### src/rtl/core_v_mcu_pkg.sv
// Shared types for the core-v-mcu memory subsystem.
package core_v_mcu_pkg;

    typedef enum logic [2:0] {
        PwrOn  = 3'd0,
        PwrRet = 3'd1,
        PwrPd  = 3'd2,
        PwrOff = 3'd3,
        PwrPu  = 3'd4
    } mem_pwr_state_e;

endpackage

### src/rtl/mem_pwr_ctrl.sv
// SRAM power controller between the memory port and the SRAM macro:
// grants requests when powered, and handles retention and full power-off.
module mem_pwr_ctrl
    import core_v_mcu_pkg::*;
#(
    parameter int unsigned AddrWidth  = 14,
    parameter int unsigned DataWidth  = 64,
    parameter int unsigned NumWords   = 8192,
    parameter int unsigned IdleCycles = 64
) (
    input  logic                         clk_i,
    input  logic                         rst_ni,
    input  logic                         mem_req_i,
    input  logic                         mem_we_i,
    output logic                         mem_gnt_o,
    input  logic [AddrWidth-1:0]         mem_addr_i,
    input  logic [DataWidth-1:0]         mem_wdata_i,
    input  logic [DataWidth/8-1:0]       mem_strb_i,
    output logic                         mem_rvalid_o,
    output logic [DataWidth-1:0]         mem_rdata_o,
    input  logic                         sleep_i,
    output logic                         sram_req_o,
    output logic                         sram_we_o,
    output logic [$clog2(NumWords)-1:0]  sram_addr_o,
    output logic [DataWidth-1:0]         sram_wdata_o,
    output logic [DataWidth/8-1:0]       sram_be_o,
    input  logic [DataWidth-1:0]         sram_rdata_i,
    output logic                         sram_pwrgate_no,
    output logic                         sram_set_retentive_no,
    input  logic                         sram_pwrgate_ack_ni,
    output logic [2:0]                   pwr_state_o
);

    localparam int unsigned SramAw = $clog2(NumWords);
    localparam int unsigned CntW   = (IdleCycles > 0) ? $clog2(IdleCycles + 1) : 1;
    localparam logic [CntW-1:0] CntMax = CntW'(IdleCycles);

    mem_pwr_state_e  state_q, state_d;
    logic [CntW-1:0] idle_cnt_q;
    logic            rvalid_q;
    logic            idle;
    logic [SramAw+AddrWidth+2:0] addr_ext;

    // Zero-extend so the word slice stays legal when the byte address is narrower than the SRAM.
    assign addr_ext = {{(SramAw+3){1'b0}}, mem_addr_i};

    assign mem_gnt_o    = (state_q == PwrOn) && sram_pwrgate_ack_ni && mem_req_i;
    assign sram_req_o   = mem_req_i & mem_gnt_o;
    assign sram_we_o    = mem_we_i;
    assign sram_wdata_o = mem_wdata_i;
    assign sram_be_o    = mem_strb_i;
    assign sram_addr_o  = addr_ext[SramAw+2:3];
    assign mem_rvalid_o = rvalid_q;
    assign mem_rdata_o  = sram_rdata_i;
    assign pwr_state_o  = state_q;
    assign idle         = ~mem_req_i & ~rvalid_q;

    assign sram_pwrgate_no       = !((state_q == PwrPd) || (state_q == PwrOff));
    assign sram_set_retentive_no = (state_q != PwrRet);

    always_ff @(posedge clk_i or negedge rst_ni) begin
        if (!rst_ni) begin
            state_q    <= PwrOn;
            idle_cnt_q <= '0;
            rvalid_q   <= 1'b0;
        end else begin
            state_q  <= state_d;
            rvalid_q <= sram_req_o;
            if ((state_q != PwrOn) || !idle) begin
                idle_cnt_q <= '0;
            end else if (idle_cnt_q != CntMax) begin
                idle_cnt_q <= idle_cnt_q + 1'b1;
            end
        end
    end

    always_comb begin
        state_d = state_q;
        unique case (state_q)
            PwrOn: begin
                // An unacknowledged macro (e.g. reset mid power-up) must finish powering up first.
                if (!sram_pwrgate_ack_ni) begin
                    state_d = PwrPu;
                end else if (idle && sleep_i) begin
                    state_d = PwrPd;
                end else if (idle && (IdleCycles > 0) && (idle_cnt_q == CntMax)) begin
                    state_d = PwrRet;
                end
            end
            PwrRet: begin
                if (mem_req_i) begin
                    state_d = PwrOn;
                end else if (sleep_i) begin
                    state_d = PwrPd;
                end
            end
            PwrPd: begin
                if (!sram_pwrgate_ack_ni) begin
                    state_d = PwrOff;
                end
            end
            PwrOff: begin
                if (mem_req_i || !sleep_i) begin
                    state_d = PwrPu;
                end
            end
            PwrPu: begin
                if (sram_pwrgate_ack_ni) begin
                    state_d = PwrOn;
                end
            end
            default: state_d = PwrOn;
        endcase
    end

endmodule
### config.mk
export PLATFORM = sky130hd
export DESIGN_NAME = mem_pwr_ctrl
export DESIGN_NICKNAME = d
export VERILOG_FILES = /design/src/rtl/core_v_mcu_pkg.sv /design/src/rtl/mem_pwr_ctrl.sv
export SDC_FILE = /design/constraint.sdc
export NUM_CORES = 1
export LEC_CHECK = 0
export ABC_CLOCK_PERIOD_IN_PS = 3600
export BUFFER_PORTS_ARGS = -buffer_cell sky130_fd_sc_hd__buf_2
export CORE_AREA = 2 2 123 125
export DETAILED_ROUTE_END_ITERATION = 7
export DIE_AREA = 0 0 125 127
export HOLD_SLACK_MARGIN = 0.12
export MAX_ROUTING_LAYER = met4
export PLACE_DENSITY = 0.46
export SETUP_SLACK_MARGIN = 0.1
export SYNTH_ARGS = -nofsm -noshare
export SYNTH_HDL_FRONTEND = slang
export SYNTH_SLANG_ARGS = --single-unit
### constraint.sdc
create_clock -name clk_i -period 3.6 [get_ports clk_i]
set_input_delay 0.72 -clock clk_i [delete_from_list [all_inputs] [get_ports clk_i]]
set_output_delay 0.72 -clock clk_i [all_outputs]
set_load 0.03 [all_outputs]
## Yosys cells after proc, flatten, opt, wreduce, memory -nomap -nowiden

Index checks and enable logic that the tools add are counted.

- Input port bits: 156
- Register bits: 11
- Output and inout port bits: 158

- Reduce and logical (&&, ||, !) cells: 14
- Muxes and demuxes: 11
- $add $sub $neg: 1
- Equal/unequal tests: 12
- Bitwise logic cells: 4

Operators with widths:

| cell | number |
|---|---|
| 2-to-1 mux 3 bit | 8 |
| case mux 3 bit (5 select lines) | 1 |
| 2-to-1 mux 7 bit | 2 |
| adder 7 x 1 -> 7 bit (second input constant) | 1 |
| == test 7 bit (second input constant) | 1 |
| != test 7 bit (second input constant) | 1 |
| == test 3 x 2 -> 1 bit (second input constant) | 2 |
| AND reduction 5 bit | 1 |
| logical AND 1 bit | 4 |
| != test 2 bit (second input constant) | 2 |
| != test 4 x 2 -> 1 bit (second input constant) | 1 |
| == test 3 x 1 -> 1 bit (second input constant) | 1 |
| == test 3 bit (second input constant) | 1 |
| zero test 1 bit | 3 |
| zero test 3 bit | 1 |
| logical OR 1 bit | 3 |
| != test 3 x 1 -> 1 bit (second input constant) | 1 |
| != test 3 bit (second input constant) | 1 |
| nonzero test 3 bit | 1 |
| AND 1 bit | 2 |
| != test 2 x 1 -> 1 bit (second input constant) | 1 |
| NOT 1 bit | 2 |
| nonzero test 2 bit | 1 |

## Logic depth before layout (Yosys ltp)

- Depth in word-level cells: 7
- Mapped depth: 6

## Worst setup path after synthesis

OpenSTA, ideal clock, no wires.

- Path kind: in2out
- From: input sram_pwrgate_ack_ni
- To: output sram_req_o
- Arrival: 1.530 ns
- Stages: 3
- Buffers on the path: 1
- Setup slack: 1.350 ns
- Path through: nor2b_1 -> and3_1 -> buf_4

- Longest elaborated chain between the ends: 3

RTL lines:

| element | line | RTL |
|---|---|---|
| start, declared | mem_pwr_ctrl.sv:30 | `input logic sram_pwrgate_ack_ni,` |
| logical AND 1 bit (2 in a row) | mem_pwr_ctrl.sv:47 | `assign mem_gnt_o = (state_q == PwrOn) && sram_pwrgate_ack_ni && mem_req_i;` |
| via mem_gnt_o | mem_pwr_ctrl.sv:15 | `output logic mem_gnt_o,` |
| AND 1 bit | mem_pwr_ctrl.sv:48 | `assign sram_req_o = mem_req_i & mem_gnt_o;` |
| end, declared | mem_pwr_ctrl.sv:22 | `output logic sram_req_o,` |

The timed path passes the listed nets, and every way through them passes these cells.

## Worst setup path after layout

- From: input sram_pwrgate_ack_ni
- To: output sram_req_o

- Longest elaborated chain between the ends: 3

RTL lines:

| element | line |
|---|---|
| logical AND 1 bit (2 in a row) | mem_pwr_ctrl.sv:47 |
| AND 1 bit | mem_pwr_ctrl.sv:48 |

Every way passes these cells.

==> summary by stage <==
Drt
In the final routed layout, each cell accounts on average for 14.8 µm. After detailed routing, the number of remaining DRC violations is 0. After the first detailed-routing iteration, the DRC count stood at 15. Summed over all layers, the routed wires come to 3.96 mm.

The average via count per standard cell is 2.58. The antenna violation net count after detailed routing is 0. The number of iterations in the first detailed-routing pass is 4.

The via count is 690.

Die
The die covers 15900 µm². The die width is 125 µm. The placement row count is 44. The total core area is 14400 µm². The vertical extent of the die is 127 µm. In this run the count of I/O pins placed on the die edge is 314. The initial core utilization is 12.3%.

Yosys
The library cell occupying the most area in the post-synthesis netlist is buf_4. The average cell area after synthesis is 8.08 µm². The count of synthesis-stage warnings from yosys is 0. In this run the biggest area consumer among cell types represents 64.1% of the synthesized area.

After synthesis the cells add up to 1770 µm². After technology mapping, the gate count stands at 219. The synthesized design contains 11 register bits. The number of different library cells in the post-synthesis netlist is 25. In the post-synthesis netlist, the biggest area contributors are buf_4 64%, dfrtp_1 16%, nor2_1 2.1%. Sequential cells were found to cover 15.6% of the synthesized design area.

CTS
The number of cells upsized or downsized after cts is 0. The depth of the CTS H-tree is 1. The CTS tree is built. The clock tree root driver cell is clkbuf_16. The number of clock sinks is 11.

The clock reaches the later pin of the worst-skew pair after 0.24 ns. The count of hold-fix buffers inserted at cts is 0. The number of buffers between clock root and the deepest sink is 2. The number of buffers created by CTS is 3.

The number of setup buffers added after CTS is 0. The register clock-pin slew on the reported worst setup and hold paths is 0.04 ns.

Global route
The via count of the first global-routing pass was 725. The initial antenna violation count was 0. Global routing used 4.70% of the available tracks. The first-pass GRT wire length is 5.14 mm. The total grt overflow is 0. Entering global routing, the biggest net connects 12 pins.

Critical path
STA puts the critical path data arrival time at 1.50 ns. The critical path is of the input port to primary output type. In this run the worst path has a maximum fanout of 4. Walking the worst path, the cells encountered are buf_2 -> nor2b_1 -> and3_1 -> buf_2.

The slowest stage of the critical path is the nor2b_1 cell. STA classifies the critical path startpoint as an input port. The cell repeated most along the worst path is buf_2. The number of cells on the worst reg-to-reg path is 4. In this design, the largest share of critical-path delay is due to simple AND/OR/NAND/NOR gates. The slack of the worst reg-to-reg path is 1.83 ns. The critical path capture point type is a primary output.

Counting both buffers and inverters, the worst setup path holds a total of 2. The worst stage delay on the critical path is 0.24 ns. The startpoint of the worst register-to-register path is idle_cnt_q[4]$_DFFE_PN0P_. The critical path required time is 2.88 ns. In this run the critical register-to-register path is captured at pwr_state_o[0]$_DFFE_PN0P_.

STA
The final critical path takes up 61.6% of the cycle. The final max-slew violation count is 0. Based on the critical path, the design can be clocked at up to 451 MHz.

Setup repair after global routing left no endpoint under its margin. The final hold violation count is 0. The setup TNS is 0 ns.

The clock skew after layout is 0.00314 ns. The post-route minimum period is 2.22 ns. Setup violations remaining at the end of the flow were counted as 0.

Placed design
Buffers placed on the I/O ports in this run total 12. The placer's final routability congestion estimate is 0.663. The placed wire-length estimate after detailed placement is 3.34 mm.

Power
After layout, the design draws a total of 0.000629 W. The internal portion of total power is 0.000381 W. The clock power share is 32.2%. The switching power summed over all nets is 0.000248 W. The total power divided by cell area is 629 nW/µm². For this design the static power due to leakage is 0.369 nW. The fraction of power spent switching nets is 39.5%. Of the total power, combinational logic draws 37.0%. Per report_power, the sequential group accounts for 30.8% of the total.

The peak ir drop on the vdd network is 0.000125 V.

Final layout
Leaving out fill and tap cells, the most frequent cell in the layout is buf_2. The final design utilization is 6.94%. The repair_antennas step left the layout with diodes totalling 0. In the layout the commonest cells are 12 x buf_2, 11 x dfrtp_1, 10 x nor2_1, 5 x nand2_1, 5 x nand3_1. The post-synthesis to final-layout area growth is -43.4%. The net count of the finished layout is 242. The post-route netlist has 24.1% of its cells at a drive strength greater than 1.

Run
Across the run, the number of max-cap violations was 0.

Outcome
The flow ran to the end, and the final reports show no timing, DRC or antenna violations.

Min path
The min-delay analysis places its worst path in the category input port to asynchronous set/reset pin.
[power by group through the flow]
stage          Sequential, W  Combinational (W)  Clock (W)
6_report            0.000194           0.000233   0.000202
5_1_grt             0.000201           0.000256   0.000217
4_1_cts             0.000194           0.000236   0.000208
3_5_place_dp        0.000196           0.000236          0
3_3_place_gp        0.000194           0.000238          0
2_1_floorplan       0.000199           0.000481          0
[per-stage QoR]
step	hold WS, ns	area, µm²	cells	setup slack (ns)
detailed placement	0.550	922	263	1.37
global route	0.362	1000	267	1.23
finish	0.347	1000	267	1.38
CTS	0.350	1000	267	1.36
floorplan	0.424	1770	220	1.35
global placement	0.532	922	263	1.39
[layout make-up]
class	count	area, µm²
well taps	184	230
clock buffers	4	78.8
repair buffers	12	60.1
inverters	4	15.0
flip-flops and latches	11	275
fillers	1698	13400
multi-input cells	52	342
[cells in the mapped netlist (all sizes together)]
master / number
o21ai: 2
dfrtp: 11
nand3: 5
a21oi: 2
or3b: 1
clkbuf: 2
nand2: 5
nor2b: 2
buf: 151
o32ai: 1
o22ai: 1
conb: 1
ha: 2
and3: 2
xor2: 4
or4: 1
a22oi: 1
nor2: 10
mux2i: 1
mux2: 1
nor3: 4
xnor2: 3
inv: 4
nor4: 1
a31oi: 1
[worst max path at each step]
stage / start / end / slack, ns / cells past startpoint
CTS: sram_pwrgate_ack_ni / mem_gnt_o / 1.36 / 4
floorplan: sram_pwrgate_ack_ni / sram_req_o / 1.35 / 3
finish: sram_pwrgate_ack_ni / sram_req_o / 1.38 / 4
global route: sram_pwrgate_ack_ni / mem_gnt_o / 1.23 / 4
detailed placement: sram_pwrgate_ack_ni / sram_req_o / 1.37 / 4
global placement: sram_pwrgate_ack_ni / mem_gnt_o / 1.39 / 4
[kinds of logic after synthesis]
logic type | count (synthesis) | share of synthesized area [%]
xor gates and xnor gates | 7 | 3.47
and+or+nand+nor | 31 | 9.48
AOI/OAI and AO/OA | 8 | 3.11
DFF | 11 | 15.6
buffers and inverters | 157 | 65.3
other | 1 | 0.212
adders and majority gates | 2 | 1.41
muxes | 2 | 1.41
[sequential cells by signal, indices dropped and copies added, names as in the netlist]
name / flops
idle_cnt_q: 7
pwr_state_o: 3
mem_rvalid_o: 1
[per-layer routing]
| metal | vias up | share of wire (%) | track usage, % |
|---|---|---|---|
| li1 | 259 | - | - |
| met1 | 290 | 18 | 2.19 |
| met5 | - | 0 | - |
| met4 | 0 | 8.6 | 4.64 |
| met3 | 53 | 26 | 5.90 |
| met2 | 88 | 47 | 6.97 |
No activity file was read; power rests on OpenSTA's default activity.
